===== config.mk =====
export PLATFORM = sky130hd
export DESIGN_NAME = fetch_stage
export DESIGN_NICKNAME = d
export VERILOG_FILES = /design/src/rtl/fetch_stage.sv
export SDC_FILE = /design/constraint.sdc
export NUM_CORES = 1
export LEC_CHECK = 0
export BUFFER_PORTS_ARGS = -buffer_cell sky130_fd_sc_hd__buf_2
export CORE_UTILIZATION = 49
export CTS_CLUSTER_DIAMETER = 40
export DETAILED_ROUTE_END_ITERATION = 10
export GPL_ROUTABILITY_DRIVEN = 0
export PLACE_DENSITY = 0.81
export SYNTH_ARGS = -nofsm -noshare
export SYNTH_HDL_FRONTEND = slang
export SYNTH_SLANG_ARGS = --single-unit
export TNS_END_PERCENT = 30

===== constraint.sdc =====
create_clock -name clk -period 22.2 [get_ports clk]
set_clock_uncertainty 0.2 [all_clocks]
set_input_delay 4.44 -clock clk [delete_from_list [all_inputs] [get_ports clk]]
set_output_delay 4.44 -clock clk [all_outputs]
set_load 0.05 [all_outputs]

===== src/rtl/fetch_stage.sv =====
// fetch_stage: PC generation and instruction fetch with a small output FIFO.
// Drives imem combinationally from the PC register, buffers fetched words,
// and hands them to decode over valid/ready. Redirects flush the FIFO; any
// fetch exception (imem fault or misaligned PC) halts fetch until the next
// redirect.
// Optional feature macro: FETCH_PERF_EN adds saturating perf_fetched and
// perf_bubbles counters.
module fetch_stage #(
  parameter logic [63:0] RESET_PC = 64'h0000_0000_0000_0000,
  parameter int unsigned DEPTH    = 2
) (
  input  logic        clk,
  input  logic        rst,
  output logic [63:0] pc_addr,
  input  logic [31:0] imem_instr,
  input  logic        imem_exc_en,
  input  logic [3:0]  imem_exc_code,
  input  logic [63:0] imem_exc_val,
  input  logic        redirect_en,
  input  logic [63:0] redirect_pc,
  output logic        out_valid,
  input  logic        out_ready,
  output logic [63:0] out_pc,
  output logic [31:0] out_instr,
  output logic        out_exc_en,
  output logic [3:0]  out_exc_code,
  output logic [63:0] out_exc_val
`ifdef FETCH_PERF_EN
  ,
  output logic [31:0] perf_fetched,
  output logic [31:0] perf_bubbles
`endif
);

  localparam int unsigned AW = (DEPTH > 1) ? $clog2(DEPTH) : 1;
  localparam int unsigned PW = AW + 1;
  localparam logic [31:0] NOP_INSTR = 32'h0000_0013;

  typedef enum logic {
    FETCH = 1'b0,
    HALT  = 1'b1
  } state_e;

  typedef struct packed {
    logic [63:0] pc;
    logic [31:0] instr;
    logic        exc_en;
    logic [3:0]  exc_code;
    logic [63:0] exc_val;
  } entry_t;

  state_e        state_q, state_d;
  logic [63:0]   pc_q, pc_d;
  logic [PW-1:0] wr_ptr_q, wr_ptr_d;
  logic [PW-1:0] rd_ptr_q, rd_ptr_d;
  entry_t        mem_q [DEPTH];

  logic          empty_c;
  logic          full_c;
  logic          pop_c;
  logic          push_c;
  logic          misalign_c;
  entry_t        wr_entry_c;
  entry_t        head_c;

  // FIFO status and handshake decode
  always_comb begin
    empty_c = (wr_ptr_q == rd_ptr_q);
    full_c  = (wr_ptr_q[AW-1:0] == rd_ptr_q[AW-1:0]) && (wr_ptr_q[AW] != rd_ptr_q[AW]);
    pop_c   = !empty_c && out_ready;
    push_c  = (state_q == FETCH) && (!full_c || pop_c) && !redirect_en;
  end

  // Entry to push: misaligned PC takes precedence over imem data
  always_comb begin
    misalign_c          = (pc_q[1:0] != 2'b00);
    wr_entry_c.pc       = pc_q;
    wr_entry_c.instr    = imem_instr;
    wr_entry_c.exc_en   = imem_exc_en;
    wr_entry_c.exc_code = imem_exc_code;
    wr_entry_c.exc_val  = imem_exc_val;
    if (misalign_c) begin
      wr_entry_c.instr    = NOP_INSTR;
      wr_entry_c.exc_en   = 1'b1;
      wr_entry_c.exc_code = 4'd0;
      wr_entry_c.exc_val  = pc_q;
    end else if (imem_exc_en) begin
      wr_entry_c.instr = NOP_INSTR;
    end
  end

  // Next-state logic: redirect flushes and overrides push/pop
  always_comb begin
    state_d  = state_q;
    pc_d     = pc_q;
    wr_ptr_d = wr_ptr_q;
    rd_ptr_d = rd_ptr_q;
    if (redirect_en) begin
      pc_d     = redirect_pc;
      state_d  = FETCH;
      wr_ptr_d = '0;
      rd_ptr_d = '0;
    end else begin
      if (pop_c) begin
        rd_ptr_d = rd_ptr_q + PW'(1);
      end
      if (push_c) begin
        wr_ptr_d = wr_ptr_q + PW'(1);
        if (wr_entry_c.exc_en) begin
          state_d = HALT;
        end else begin
          pc_d = pc_q + 64'd4;
        end
      end
    end
  end

  // Control registers
  always_ff @(posedge clk) begin
    if (rst) begin
      state_q  <= FETCH;
      pc_q     <= RESET_PC;
      wr_ptr_q <= '0;
      rd_ptr_q <= '0;
    end else begin
      state_q  <= state_d;
      pc_q     <= pc_d;
      wr_ptr_q <= wr_ptr_d;
      rd_ptr_q <= rd_ptr_d;
    end
  end

  // FIFO storage; contents are don't-care while the pointers mark it empty
  always_ff @(posedge clk) begin
    if (!rst && push_c) begin
      mem_q[wr_ptr_q[AW-1:0]] <= wr_entry_c;
    end
  end

  // Head outputs, forced to zero when empty
  always_comb begin
    head_c       = mem_q[rd_ptr_q[AW-1:0]];
    pc_addr      = pc_q;
    out_valid    = !empty_c;
    out_pc       = empty_c ? 64'd0 : head_c.pc;
    out_instr    = empty_c ? 32'd0 : head_c.instr;
    out_exc_en   = empty_c ? 1'b0  : head_c.exc_en;
    out_exc_code = empty_c ? 4'd0  : head_c.exc_code;
    out_exc_val  = empty_c ? 64'd0 : head_c.exc_val;
  end

`ifdef FETCH_PERF_EN
  logic [31:0] fetched_q, fetched_d;
  logic [31:0] bubbles_q, bubbles_d;

  // Saturating counters; redirect does not clear them
  always_comb begin
    fetched_d = fetched_q;
    bubbles_d = bubbles_q;
    if (push_c && (fetched_q != 32'hFFFF_FFFF)) begin
      fetched_d = fetched_q + 32'd1;
    end
    if (empty_c && (state_q == FETCH) && (bubbles_q != 32'hFFFF_FFFF)) begin
      bubbles_d = bubbles_q + 32'd1;
    end
  end

  // Counter registers
  always_ff @(posedge clk) begin
    if (rst) begin
      fetched_q <= 32'd0;
      bubbles_q <= 32'd0;
    end else begin
      fetched_q <= fetched_d;
      bubbles_q <= bubbles_d;
    end
  end

  assign perf_fetched = fetched_q;
  assign perf_bubbles = bubbles_q;
`endif

endmodule


==> summary.txt, run 1 <==
Run status
  – Outcome: complete, no violations

Global route
  – Antenna violations before repair: 16
  – Number of global-route vias before repair: 12900
  – Total Routing Usage GR: 25.2%
  – Remaining global-route overflow: 0
  – First-pass GRT wire length: 73500 um
  – Pin count of the biggest net entering global routing: 91

Clock network
  – Total CTS buffers: 53
  – Post-CTS Hold Fix Bufs: 0
  – Skew-Pair Late Insertion Delay: 590 ps
  – Num Clock Sinks: 400
  – Root buffer cell: clkbuf_16
  – Setup Buffers After CTS: 0
  – CTS tree: yes
  – Max Root-Sink Buffers: 3
  – H-tree levels: 2
  – Clock slew at reported path FFs: 60 ps
  – Post_cts resized: 0

Critical path
  – Highest net fanout along the worst path: 51
  – Crit path cell chain: buf_4 > buf_4 > mux2i_1 > nor2_1 > buf_2
  – CP required: 17560 ps
  – WS Path Type: reg2out
  – Cell repeated most along the worst path: buf_4
  – CP max stage cell: buf_4
  – Cell depth of the worst setup path: 5
  – Critical path's top delay family: buffers and inverters
  – Worst path bufs/invs: 3
  – Crit end category: primary output
  – Slowest stage delay, CP: 790 ps
  – Critical Path AT: 3380 ps
  – Worst Reg-to-Reg Cells: 5
  – CP startpoint kind: flop

Floorplan
  – Area of the die: 0.0377 mm^2
  – Core area: 0.0365 mm^2
  – DIE WIDTH: 194 um
  – Placement Rows: 70
  – Initial Util: 49.6%
  – Die height: 194 um
  – # IOs: 399

Logic synthesis
  – Synth top cells by count: edfxtp_1 (330), nor2_1 (238), mux2i_1 (171)
  – Post-Syn Nets: 1615
  – Synth warnings: 0
  – Post-synthesis cell type count: 51
  – Top-count cell post-synth: edfxtp_1
  – Post-synth EDFFs: 330
  – Syn Inst Count: 1445
  – Area share of the largest cell type after synthesis: 54.7%
  – Syn Area/Cell: 12.5 um^2
  – Synth async-reset ratio: 0%
  – Register bit total from synthesis: 400
  – Synth top area cells: edfxtp_1 (55%), mux2i_1 (9.5%), dfxtp_1 (7.7%), nor2_1 (4.9%), mux2_2 (3.4%)
  – Synthesized area: 0.0181 mm^2
  – Main flop type after synthesis: edfxtp_1
  – Seq/Total Area, Yosys: 62.5%
  – Cell taking the most area after synthesis: edfxtp_1

Power
  – Switching pwr: 582 uW
  – Pint: 1.49 mW
  – Logic pwr share: 14.1%
  – Power Density: 94.3 mW/mm^2
  – Final Power: 2.07 mW
  – Max VDD drop: 0.0739 mV
  – Reg power frac: 42.6%
  – LEAKAGE: 8.18 nW
  – Clock share of power: 43.3%
  – Sw Share: 28.1%

Drt
  – DRC viols: 0
  – Drt total wl: 48300 um
  – Vias/cell: 5.63
  – 1st-pass router iterations: 6
  – Wire per inst: 21.1 um
  – ANT nets after route: 0
  – Routed via count: 12900
  – Starting DRT DRC Count: 1015

Min path
  – HP Class: reg2reg
  – Hold path depth: 0

STA
  – Slew margin rel.: 22.4%
  – Tightest hold margin: 373 ps
  – Fin Setup TNS: 0 ps
  – Final Hold Viols: 0
  – Fmax: 125 MHz
  – Final setup fails: 0
  – Transition time of the tightest slew-check pin: 1150 ps
  – Final min period: 8020 ps
  – Max Slew Vio Count: 0
  – Crit share post-route: 36.1%
  – RSZ-0062 raised after global routing: false

Final layout
  – Area grow syn2layout: 21.4%
  – Share of cells above drive strength 1: 31.8%
  – # nets final: 1939
  – Filler instances: 2868

Job
  – Max_cap viols: 0

Placed design
  – I/O Buffers: 398
  – Dpl hpwl: 32100 um
power by group through the flow:
stage | Sequential, mW | Clock (mW) | Combinational [mW]
after floorplan | 0.892 | 0 | 0.227
after global placement | 0.896 | 0 | 0.288
after detailed placement | 0.898 | 0 | 0.292
after CTS | 0.883 | 0.912 | 0.293
after global routing | 0.886 | 0.942 | 0.308
final | 0.882 | 0.898 | 0.292
final timing paths:
| kind | start | end | slack, ps |
|---|---|---|---|
| worst min register to register | pc_addr[32] | mem_q[0][133] | 370 |
| worst max-delay path | flop | out_pc[28] | 14180 |
| worst max register to register | pc_addr[22] | pc_addr[52] | 18540 |
| worst min-delay path | pc_addr[32] | mem_q[0][133] | 370 |
placed cells by master (no fill, tap or decap), types with 4 or more instances in the layout:
cell,netlist,layout
a2111oi_0,17,17
a211oi_1,20,20
a21oi_1,9,9
a311oi_1,26,26
and2_1,37,37
and3_1,13,12
and4_1,11,11
buf_2,2,398
buf_4,64,21
bufinv_16,0,8
clkbuf_1,65,10
clkbuf_16,0,55
clkinv_4,0,4
clkinvlp_4,0,5
dfxtp_1,70,69
diode_2,0,12
edfxtp_1,330,330
inv_1,23,22
inv_6,0,6
inv_8,0,5
mux2_2,54,54
mux2i_1,171,171
nand2_1,59,59
nand2b_1,4,4
nand3_1,16,16
nand4_1,27,27
nor2_1,238,236
nor2b_1,11,11
nor3_1,15,14
nor4_1,29,27
o21ai_0,14,14
o31ai_1,13,13
or3_1,11,11
or4_1,17,17
xnor2_1,21,21
xor2_1,7,7
state kept, by name, summed over array words and instances (netlist names), named ones only:
signal    flops
pc_addr      64
mem_q       330
rd_ptr_q      2
wr_ptr_q      2
state_q       1
final cells by class:
| cell class | instances | area (um^2) | share of cell area, % |
|---|---|---|---|
| Antenna cell | 12 | 30.0 | 0.137 |
| Clock buffer | 67 | 1440 | 6.56 |
| Clock inverter | 32 | 439 | 2.00 |
| Inverter | 24 | 90.1 | 0.410 |
| Multi-Input combinational cell | 871 | 5930 | 27.0 |
| Sequential cell | 400 | 11300 | 51.5 |
| Tap cell | 468 | 586 | 2.66 |
| Timing Repair Buffer | 419 | 2150 | 9.78 |
per-layer routing:
layer	up-vias	track usage (%)	part of all wire (%)
li1	5994	-	-
met2	561	41.0	47
met3	122	7.18	8.5
met1	6220	31.7	40
met5	-	0	0.097
met4	8	10.3	3.7
stage by stage:
stage	cells	instance area, um^2	worst slack [ps]	util (%)
global route	2289	22000	13940	60.2
CTS	2281	22000	14060	60.1
finish	2293	22000	14180	60.2
global placement	2182	20100	14730	55.0
detailed placement	2182	20100	14670	55.0
floorplan	1445	18100	327	-
logic make-up (layout without fill, tap and decap cells):
family	count (synthesis)	after routing	synth area share, %
AOI/OAI and AO/OA	111	111	4.61
xor gates and xnor gates	28	28	1.35
adders and majority gates	1	1	0.0691
buffers and inverters	174	542	4.99
DFF	400	400	62.5
muxes	225	225	12.8
other	0	12	0
and+or+nand+nor	506	506	13.7
worst register-to-register path, stage by stage, from the launching register on:
cell,delay [ps]
dfxtp_1,800
nand3_1,280
or4_1,660
nor3_1,910
a311oi_1,240
a2111oi_0,430
(Power assumes the default switching activity.)
==> run 2: changes to the inputs <==
==> constraint.sdc (replaced) <==
create_clock -name clk -period 7.1 [get_ports clk]
set_clock_uncertainty 0.2 [all_clocks]
set_input_delay 1.42 -clock clk [delete_from_list [all_inputs] [get_ports clk]]
set_output_delay 1.42 -clock clk [all_outputs]
set_load 0.05 [all_outputs]
==> run 2 against run 1 <==
First-iteration DRC count shrank 3.8%. Sequential share of layout area grew 0.34 points. Critical path depth is the same. Clock-buffer cell count shrank 7. Cell count is essentially flat. Global-route usage shrank 0.18 points.
==> summary.txt, run 2 (synthesized netlist as in run 1, its figures left out) <==
Run status
  – Outcome: complete, no violations

Placed design
  – Dpl hpwl: 31900 um
  – Pre-CTS WS: 2410 ps
  – DP Area: 0.0201 mm^2
  – Placed Cells: 2177
  – I/O Buffers: 398

Power
  – Reg power frac: 44.2%
  – LEAKAGE: 8.09 nW
  – Final Power: 6.24 mW
  – Power Density: 286 mW/mm^2
  – Switching pwr: 1.81 mW
  – Sw Share: 29.0%
  – Max VDD drop: 0.248 mV
  – Clock share of power: 41.2%
  – Logic pwr share: 14.6%
  – Pint: 4.44 mW

STA
  – Final Hold Viols: 0
  – Slew margin rel.: 11.8%
  – Fmax: 210 MHz
  – Crit share post-route: 67.1%
  – Max Slew Vio Count: 0
  – Setup slack after layout: 2330 ps
  – Final setup fails: 0
  – Final min period: 4770 ps
  – RSZ-0062 raised after global routing: false
  – Transition time of the tightest slew-check pin: 1310 ps

Floorplan
  – Initial Util: 49.6%
  – Placement Rows: 70
  – DIE WIDTH: 194 um
  – Die height: 194 um
  – # IOs: 399
  – Core area: 0.0365 mm^2
  – Area of the die: 0.0377 mm^2

Job
  – Max_cap viols: 0

Final layout
  – Max FFs per register: 330
  – Post-route insts no fill: 2291
  – Share of cells above drive strength 1: 31.7%
  – Most frequent cells in the layout: buf_2 (398), edfxtp_1 (330), nor2_1 (236)
  – Commonest non-fill, non-tap cell in the layout: buf_2
  – Area grow syn2layout: 20.6%
  – Design area: 0.0218 mm^2
  – # nets final: 1933

Drt
  – Vias/cell: 5.64
  – Starting DRT DRC Count: 976
  – Drt total wl: 48200 um
  – Wire per inst: 21.1 um
  – ANT nets after route: 0
  – DRC viols: 0
  – 1st-pass router iterations: 5
  – Routed via count: 12900

Critical path
  – Highest net fanout along the worst path: 54
  – Worst path bufs/invs: 2
  – Critical path's top delay family: simple AND/OR/NAND/NOR gates
  – CP startpoint kind: flop
  – WS Path Type: reg2out
  – Crit end category: primary output
  – Critical Path AT: 3150 ps
  – Slowest stage delay, CP: 810 ps
  – CP max stage cell: nor2_4
  – CP required: 5480 ps
  – Crit path cell chain: xor2_1 > nor2_4 > buf_4 > nor2_1 > buf_2

Clock network
  – Num Clock Sinks: 400
  – Skew-Pair Late Insertion Delay: 580 ps
  – CTS tree: yes
  – H-tree levels: 2
  – Setup Buffers After CTS: 0
  – Clock slew at reported path FFs: 60 ps
  – Post_cts resized: 0
  – Post-CTS Hold Fix Bufs: 0
  – Max Root-Sink Buffers: 3
  – Root buffer cell: clkbuf_16
  – Total CTS buffers: 52

Min path
  – HP Class: reg2reg

Global route
  – Pin count of the biggest net entering global routing: 98
  – First-pass GRT wire length: 72800 um
  – Number of global-route vias before repair: 12800
  – Antenna violations before repair: 27
  – Total Routing Usage GR: 25.0%
  – Remaining global-route overflow: 0
==> run 2: cell count changes in the layout (fill, tap and decap cells not counted), sizes merged <==
cell,before,now
diode,12,21
clkbuf,67,60
buf,419,414
bufinv,8,3
clkinv,8,13
clkinvlp,5,6
==> run 2: final cells by class <==
class	instances	area, um^2
fill	2916	14700
timing repair buffer	414	2140
clock inverter	33	330
multi-input combinational	871	5940
antenna	21	52.6
tap	468	586
clock buffer	60	1380
inverter	24	90.1
sequential	400	11300
==> run 2: per-stage QoR <==
stage / TNS, ps / utilization [%] / hold WS (ps)
2_1_floorplan: -124380 / - / 247
3_3_place_gp: 0 / 55.0 / 358
3_5_place_dp: 0 / 55.0 / 364
4_1_cts: 0 / 59.6 / 370
5_1_grt: 0 / 59.8 / 386
6_report: 0 / 59.8 / 364
==> run 2: layer usage <==
metal | track usage, % | routed length, um | share of wire (%)
met1 | 31.6 | 20000 | 41
met2 | 39.7 | 22500 | 47
met3 | 6.68 | 3720 | 7.7
met4 | 12.9 | 1960 | 4.1
met5 | 0 | 71 | 0.15
==> run 2: path summary, 6_finish.rpt <==
check	start	to	slack [ps]	cells after the start
worst max register to register	pc_addr[1]	pc_addr[47]	3330	7
worst max-delay path	wr_ptr_q[0]	out_exc_code[3]	2330	5
worst min-delay path	pc_addr[36]	mem_q[1][137]	360	0
worst min register to register	pc_addr[36]	mem_q[1][137]	360	0
==> run 2: power by group through the flow <==
stage / combinational [mW] / sequential [mW] / clock [mW]
2_1_floorplan: 0.713 / 2.77 / 0
3_3_place_gp: 0.897 / 2.80 / 0
3_5_place_dp: 0.911 / 2.81 / 0
4_1_cts: 0.915 / 2.76 / 2.61
5_1_grt: 0.962 / 2.77 / 2.70
6_report: 0.913 / 2.76 / 2.57
